### src/rtl/mem_spi_responder.sv
`timescale 1ns/1ps
// Memory-side SPI mode-0 responder: turns control-FSM read/write requests into flash/RAM SPI transactions.
// Optional macro MEM_SPI_SEQ_READ_EN keeps flash selected to allow short sequential-read continuations.
module mem_spi_responder #(
    parameter int ADDR_WIDTH     = 16,
    parameter int DATA_BUS_WIDTH = 8,
    parameter int CLK_DIV        = 1
) (
    input  logic                      clock,
    input  logic                      reset,
    input  logic [1:0]                mem_ctrl_op,
    input  logic                      addr_sel,
    input  logic [ADDR_WIDTH-1:0]     addr_pc,
    input  logic [ADDR_WIDTH-1:0]     addr_mar,
    input  logic [DATA_BUS_WIDTH-1:0] data_in,
    output logic [DATA_BUS_WIDTH-1:0] data_out,
    output logic                      mem_op_done,
    output logic                      spi_sclk,
    output logic                      spi_mosi,
    input  logic                      spi_miso,
    output logic                      spi_cs_flash_n,
    output logic                      spi_cs_ram_n
);

    localparam logic [2:0] S_IDLE = 3'd0;
    localparam logic [2:0] S_CMD  = 3'd1;
    localparam logic [2:0] S_ADDR = 3'd2;
    localparam logic [2:0] S_DATA = 3'd3;
    localparam logic [2:0] S_DONE = 3'd4;

    localparam logic [7:0] CMD_READ  = 8'h03;
    localparam logic [7:0] CMD_WRITE = 8'h02;

    localparam int TX_W  = 32 + DATA_BUS_WIDTH;
    localparam int DIV_W = $clog2(2 * CLK_DIV + 1);
    localparam logic [DIV_W-1:0] HALF_LAST = DIV_W'(CLK_DIV - 1);
    localparam logic [DIV_W-1:0] GAP_LAST  = DIV_W'(2 * CLK_DIV - 1);
    localparam logic [5:0] LAST_BIT  = 6'(TX_W - 1);
    localparam logic [5:0] DATA_BIT0 = 6'd32;

`ifdef MEM_SPI_SEQ_READ_EN
    localparam logic SEQ_EN = 1'b1;
`else
    localparam logic SEQ_EN = 1'b0;
`endif

    logic [2:0]                state_r, state_s;
    logic                      go_r, go_s;
    logic                      gap_r, gap_s;
    logic [DIV_W-1:0]          div_r, div_s;
    logic [5:0]                bit_r, bit_s;
    logic [TX_W-1:0]           tx_r, tx_s;
    logic [DATA_BUS_WIDTH-1:0] rx_r, rx_s;
    logic                      write_r, write_s;
    logic                      sel_r, sel_s;
    logic [23:0]               addr_r, addr_s;
    logic [DATA_BUS_WIDTH-1:0] wdata_r, wdata_s;
    logic                      sclk_r, sclk_s;
    logic                      mosi_r, mosi_s;
    logic                      cs_flash_r, cs_flash_s;
    logic                      cs_ram_r, cs_ram_s;
    logic                      done_r, done_s;
    logic [DATA_BUS_WIDTH-1:0] dout_r, dout_s;
    logic                      seq_valid_r, seq_valid_s;
    logic [23:0]               seq_addr_r, seq_addr_s;
    logic                      start_s;
    logic                      seq_hit_s;

    // Next-state and next-output computation for the whole transaction engine.
    always_comb begin
        state_s     = state_r;
        go_s        = go_r;
        gap_s       = gap_r;
        div_s       = div_r;
        bit_s       = bit_r;
        tx_s        = tx_r;
        rx_s        = rx_r;
        write_s     = write_r;
        sel_s       = sel_r;
        addr_s      = addr_r;
        wdata_s     = wdata_r;
        sclk_s      = sclk_r;
        mosi_s      = mosi_r;
        cs_flash_s  = cs_flash_r;
        cs_ram_s    = cs_ram_r;
        done_s      = 1'b0;
        dout_s      = dout_r;
        seq_valid_s = seq_valid_r;
        seq_addr_s  = seq_addr_r;
        start_s     = 1'b0;
        seq_hit_s   = SEQ_EN && seq_valid_r && !write_r && !sel_r && (addr_r == seq_addr_r);

        case (state_r)
            S_IDLE: begin
                if (go_r) begin
                    if (gap_r) begin
                        if (div_r == GAP_LAST) begin
                            gap_s   = 1'b0;
                            div_s   = '0;
                            start_s = 1'b1;
                        end else begin
                            div_s = div_r + 1'b1;
                        end
                    end else if (SEQ_EN && seq_valid_r && !seq_hit_s) begin
                        // Held flash select must be released before a different access.
                        cs_flash_s  = 1'b1;
                        seq_valid_s = 1'b0;
                        gap_s       = 1'b1;
                        div_s       = '0;
                    end else begin
                        start_s = 1'b1;
                    end
                end else if ((mem_ctrl_op == 2'd1) || (mem_ctrl_op == 2'd2)) begin
                    write_s = (mem_ctrl_op == 2'd2);
                    sel_s   = addr_sel;
                    addr_s  = addr_sel ? 24'(addr_mar) : 24'(addr_pc);
                    wdata_s = data_in;
                    go_s    = 1'b1;
                end else begin
                    go_s = 1'b0;
                end
            end
            S_CMD, S_ADDR, S_DATA: begin
                if (div_r == HALF_LAST) begin
                    div_s = '0;
                    if (!sclk_r) begin
                        sclk_s = 1'b1;
                        rx_s   = {rx_r[DATA_BUS_WIDTH-2:0], spi_miso};
                    end else begin
                        sclk_s = 1'b0;
                        if (bit_r == LAST_BIT) begin
                            state_s  = S_DONE;
                            done_s   = 1'b1;
                            mosi_s   = 1'b0;
                            cs_ram_s = 1'b1;
                            if (!write_r) begin
                                dout_s = rx_r;
                            end else begin
                                dout_s = dout_r;
                            end
                            if (SEQ_EN && !write_r && !sel_r) begin
                                seq_valid_s = 1'b1;
                                seq_addr_s  = addr_r + 24'd1;
                            end else begin
                                cs_flash_s = 1'b1;
                            end
                        end else begin
                            bit_s  = bit_r + 6'd1;
                            tx_s   = {tx_r[TX_W-2:0], 1'b0};
                            mosi_s = tx_r[TX_W-2];
                            if (bit_r < 6'd7) begin
                                state_s = S_CMD;
                            end else if (bit_r < 6'd31) begin
                                state_s = S_ADDR;
                            end else begin
                                state_s = S_DATA;
                            end
                        end
                    end
                end else begin
                    div_s = div_r + 1'b1;
                end
            end
            S_DONE: begin
                // The initiator's request is still stale here, so it is not sampled.
                state_s = S_IDLE;
            end
            default: begin
                state_s    = S_IDLE;
                go_s       = 1'b0;
                gap_s      = 1'b0;
                sclk_s     = 1'b0;
                cs_flash_s = 1'b1;
                cs_ram_s   = 1'b1;
            end
        endcase

        if (start_s) begin
            go_s        = 1'b0;
            seq_valid_s = 1'b0;
            div_s       = '0;
            sclk_s      = 1'b0;
            if (write_r && !sel_r) begin
                state_s = S_DONE;
                done_s  = 1'b1;
            end else if (seq_hit_s) begin
                state_s = S_DATA;
                bit_s   = DATA_BIT0;
                tx_s    = '0;
                mosi_s  = 1'b0;
            end else begin
                state_s = S_CMD;
                bit_s   = 6'd0;
                tx_s    = {(write_r ? CMD_WRITE : CMD_READ), addr_r,
                           (write_r ? wdata_r : {DATA_BUS_WIDTH{1'b0}})};
                mosi_s  = tx_s[TX_W-1];
                if (sel_r) begin
                    cs_ram_s = 1'b0;
                end else begin
                    cs_flash_s = 1'b0;
                end
            end
        end else begin
            start_s = 1'b0;
        end
    end

    // State and output registers with synchronous active-low reset.
    always_ff @(posedge clock) begin
        if (!reset) begin
            state_r     <= S_IDLE;
            go_r        <= 1'b0;
            gap_r       <= 1'b0;
            div_r       <= '0;
            bit_r       <= 6'd0;
            tx_r        <= '0;
            rx_r        <= '0;
            write_r     <= 1'b0;
            sel_r       <= 1'b0;
            addr_r      <= 24'd0;
            wdata_r     <= '0;
            sclk_r      <= 1'b0;
            mosi_r      <= 1'b0;
            cs_flash_r  <= 1'b1;
            cs_ram_r    <= 1'b1;
            done_r      <= 1'b0;
            dout_r      <= '0;
            seq_valid_r <= 1'b0;
            seq_addr_r  <= 24'd0;
        end else begin
            state_r     <= state_s;
            go_r        <= go_s;
            gap_r       <= gap_s;
            div_r       <= div_s;
            bit_r       <= bit_s;
            tx_r        <= tx_s;
            rx_r        <= rx_s;
            write_r     <= write_s;
            sel_r       <= sel_s;
            addr_r      <= addr_s;
            wdata_r     <= wdata_s;
            sclk_r      <= sclk_s;
            mosi_r      <= mosi_s;
            cs_flash_r  <= cs_flash_s;
            cs_ram_r    <= cs_ram_s;
            done_r      <= done_s;
            dout_r      <= dout_s;
            seq_valid_r <= seq_valid_s;
            seq_addr_r  <= seq_addr_s;
        end
    end

    assign data_out       = dout_r;
    assign mem_op_done    = done_r;
    assign spi_sclk       = sclk_r;
    assign spi_mosi       = mosi_r;
    assign spi_cs_flash_n = cs_flash_r;
    assign spi_cs_ram_n   = cs_ram_r;

endmodule

### config.mk
export PLATFORM = sky130hd
export DESIGN_NAME = mem_spi_responder
export DESIGN_NICKNAME = d
export VERILOG_FILES = /design/src/rtl/mem_spi_responder.sv
export SDC_FILE = /design/constraint.sdc
export NUM_CORES = 1
export LEC_CHECK = 0
export CAP_MARGIN = 20
export CORE_MARGIN = 2
export CORE_UTILIZATION = 50
export DETAILED_ROUTE_END_ITERATION = 12
export PLACE_DENSITY = 0.85
export RECOVER_POWER = 100
export SLEW_MARGIN = 0
export SYNTH_ARGS = -nofsm -noshare
export SYNTH_HDL_FRONTEND = slang
export SYNTH_SLANG_ARGS = --single-unit
### constraint.sdc
create_clock -name clock -period 2 [get_ports clock]
set_input_delay 0.4 -clock clock [delete_from_list [all_inputs] [get_ports clock]]
set_output_delay 0.4 -clock clock [all_outputs]
set_load 0.005 [all_outputs]
==> results.md <==
* Worst Path Class, Setup: register to register
* Asr flop ratio synth at 0
* Commonest non-fill, non-tap cells in the layout: dfxtp_1, nand2_1, clkdlybuf4s50_1
* Total global routing overflow at 0
* Max Root-Sink Buffers at 2
* Mapped Avg Cell Area at 8.88 µm²
* Initial drt markers at 244
* Tot GR Track Use at 0.189
* Most common cell after layout, fill and taps aside: dfxtp_1
* CP Max Fanout at 28
* Max-slew violation count at 0
* Worst slew margin at 0.712
* Syn_nets at 537
* Clock root buffer: clkbuf_8
* Syn. warnings at 0
* Fin. Hold Viols at 0
* Post-route ant nets at 0
* Port Buffers at 58
* TritonCTS clock tree: yes
* Reg clk slew, reported paths at 100 ps
* Core area at 8300 µm²
* Power Total at 4.13 mW
* Synthesis-to-finish area growth at 23.3%
* Global placer's final weighted congestion at 0.899
* Routed WL at 8.91 mm
* Die height at 96.9 µm
* Adder-Cell Fraction of Synth Area at 0.0145
* Final HPWL DP at 6.16 mm
* Fmax at 0.526 GHz
* Synth Area in Simple Gates at 0.209
* Cells after Synth at 486
* Initial antenna violation count at 0
* # rows at 33
* Final setup fails at 0
* Pleak at 2.11 nW
* Initial Util at 0.520
* Clock Sinks at 99
* Required @ worst endpoint at 2250 ps
* Largest net degree at the start of global routing at 43
* Post-layout min period at 1900 ps
* Number of global-route vias before repair at 3450
* Distinct cells, synth at 44
* Vias per cell at 5.49
* CTS Buf Count at 9
* Primary FF master, synth: dfxtp_1
* CP arrival at 2150 ps
* Outcome: completed
* H-tree depth at 3
* Largest family of logic cells by synthesized area: simple AND/OR/NAND/NOR gates
* Peak VDD IR at 0.000430 V
* Die area at 9390 µm²
* Number of synthesized flops with an enable pin at 0
* I/O pins at 59
* Hold WS at 410 ps
* Sequential share of the synthesized area at 0.459
* DR pass1 iterations at 5
* Global-route wire length before repair at 15.2 mm
* XOR/XNOR share of the synthesized area at 0.00812
* Vias at 3627
* Pwr/cell area at 776 nW/µm²
* Layout Nets at 602
* # DRC at 0
* Synthesized area at 4320 µm²
* Final Core Density at 0.641
* Critical path capture point type: register
* Mux cell area share after synthesis at 0.0951
* FF+latch count, synth at 99
* Routed len/inst at 13.5 µm
* Die W at 96.9 µm
* CP Launch Type: register
* Clk Latency, worst-skew pair at 360 ps
* Final period util at 0.951
* Share of layout cells above drive strength 1 at 0.0971
* Compound-gate portion of the synthesized area at 0.165
* Hold WC Path Type: input pin to register
* Least-Margin Pin Slew at 432 ps
* Antenna cells at 0
* Skew final at 10.7 ps
* Maxcap violations at 0
[through the flow]
step	std cells	setup slack, ps	area, µm²	TNS, ps
floorplan	486	192	4320	0
global placement	643	-85.8	5110	-1830
detailed placement	643	-119	5110	-2930
CTS	661	65.2	5320	0
global route	661	-8.83	5320	-8.83
finish	661	98.5	5320	0
[layer usage]
layer  up-vias  routed length (µm)  global-route usage
li1       1817                   -                   -
met1      1712                3970               0.243
met2        84                4450               0.327
met3        14                 380              0.0253
met4         0                 111              0.0650
met5         -                   0                   0
[registers in the layout, indices dropped and copies added, names as in the netlist, 2 cells and up]
register and count:
bit_r 6, tx_r 39, state_r 3, rx_r 8, addr_r 16, wdata_r 8, div_r 2, data_out 8
[Yosys cell counts, drive strengths merged (2+ instances only)]
cell     count  share of area
dfxtp       99           0.46
a21oi       21          0.024
nand3        5         0.0058
o211a       17          0.039
nor3        41          0.048
nor4         3         0.0093
xnor2        4         0.0081
o21ai       28          0.032
nand4        3         0.0043
ha           5          0.014
mux2i       41          0.095
a31oi        3         0.0043
buf         18          0.028
and2         2         0.0029
a211oi       3         0.0081
or2          2         0.0029
o2bb2ai      8          0.016
nand2b       2         0.0029
a21boi      12          0.021
nor2        27          0.023
nor3b        2         0.0035
nor2b       14          0.020
inv          6         0.0052
o211ai       3         0.0052
o21a         2         0.0035
nand2       87          0.079
clkbuf      19          0.017
a211o        2         0.0041
[critical path, cell delays in order (launching register included)]
cell and delay [ps]:
dfxtp_1 320, buf_4 140, or2_1 290, or4_1 520, buf_4 230, nand2_8 190
o2bb2ai_1 100
[worst paths after layout]
check	to	startpoint	slack, ps	depth (start not counted)
setup reg to reg	tx_r[5]	state_r[1]	100	6
setup / recovery	tx_r[5]	state_r[1]	100	6
hold / removal	spi_sclk	reset	410	2
hold reg to reg	tx_r[26]	tx_r[25]	450	2
[layout make-up]
| class | instances | area, µm² |
|---|---|---|
| fill | 639 | 2980 |
| multi-input combinational | 344 | 2130 |
| sequential | 99 | 1980 |
| timing repair buffer | 91 | 876 |
| clock buffer | 11 | 141 |
| tap | 105 | 131 |
| clock inverter | 5 | 37.5 |
| inverter | 6 | 22.5 |
[kinds of logic (layout without fill, tap and decap cells)]
logic type                 after synthesis  count (layout)
adders and majority gates                5               5
muxes                                   41              41
xor gates and xnor gates                 4               4
DFF                                     99              99
buffers and inverters                   43             113
AOI/OAI and AO/OA                      102             102
and+or+nand+nor                        192             192
[report_power, final]
| group | internal, mW | switching (mW) |
|---|---|---|
| logic | 0.368 | 0.388 |
| registers | 2.12 | 0.0865 |
| clock network | 0.491 | 0.681 |
[what timing repair did]
item | CTS | global route
hold buffers | 0 | 0
hold endpoints to repair | 0 | 0
buffers inserted | 2 | 0
setup endpoints to repair | 11 | 20
pin swaps | 1 | 1
resized for setup | 1 | 2
(Power assumes the default switching activity.)
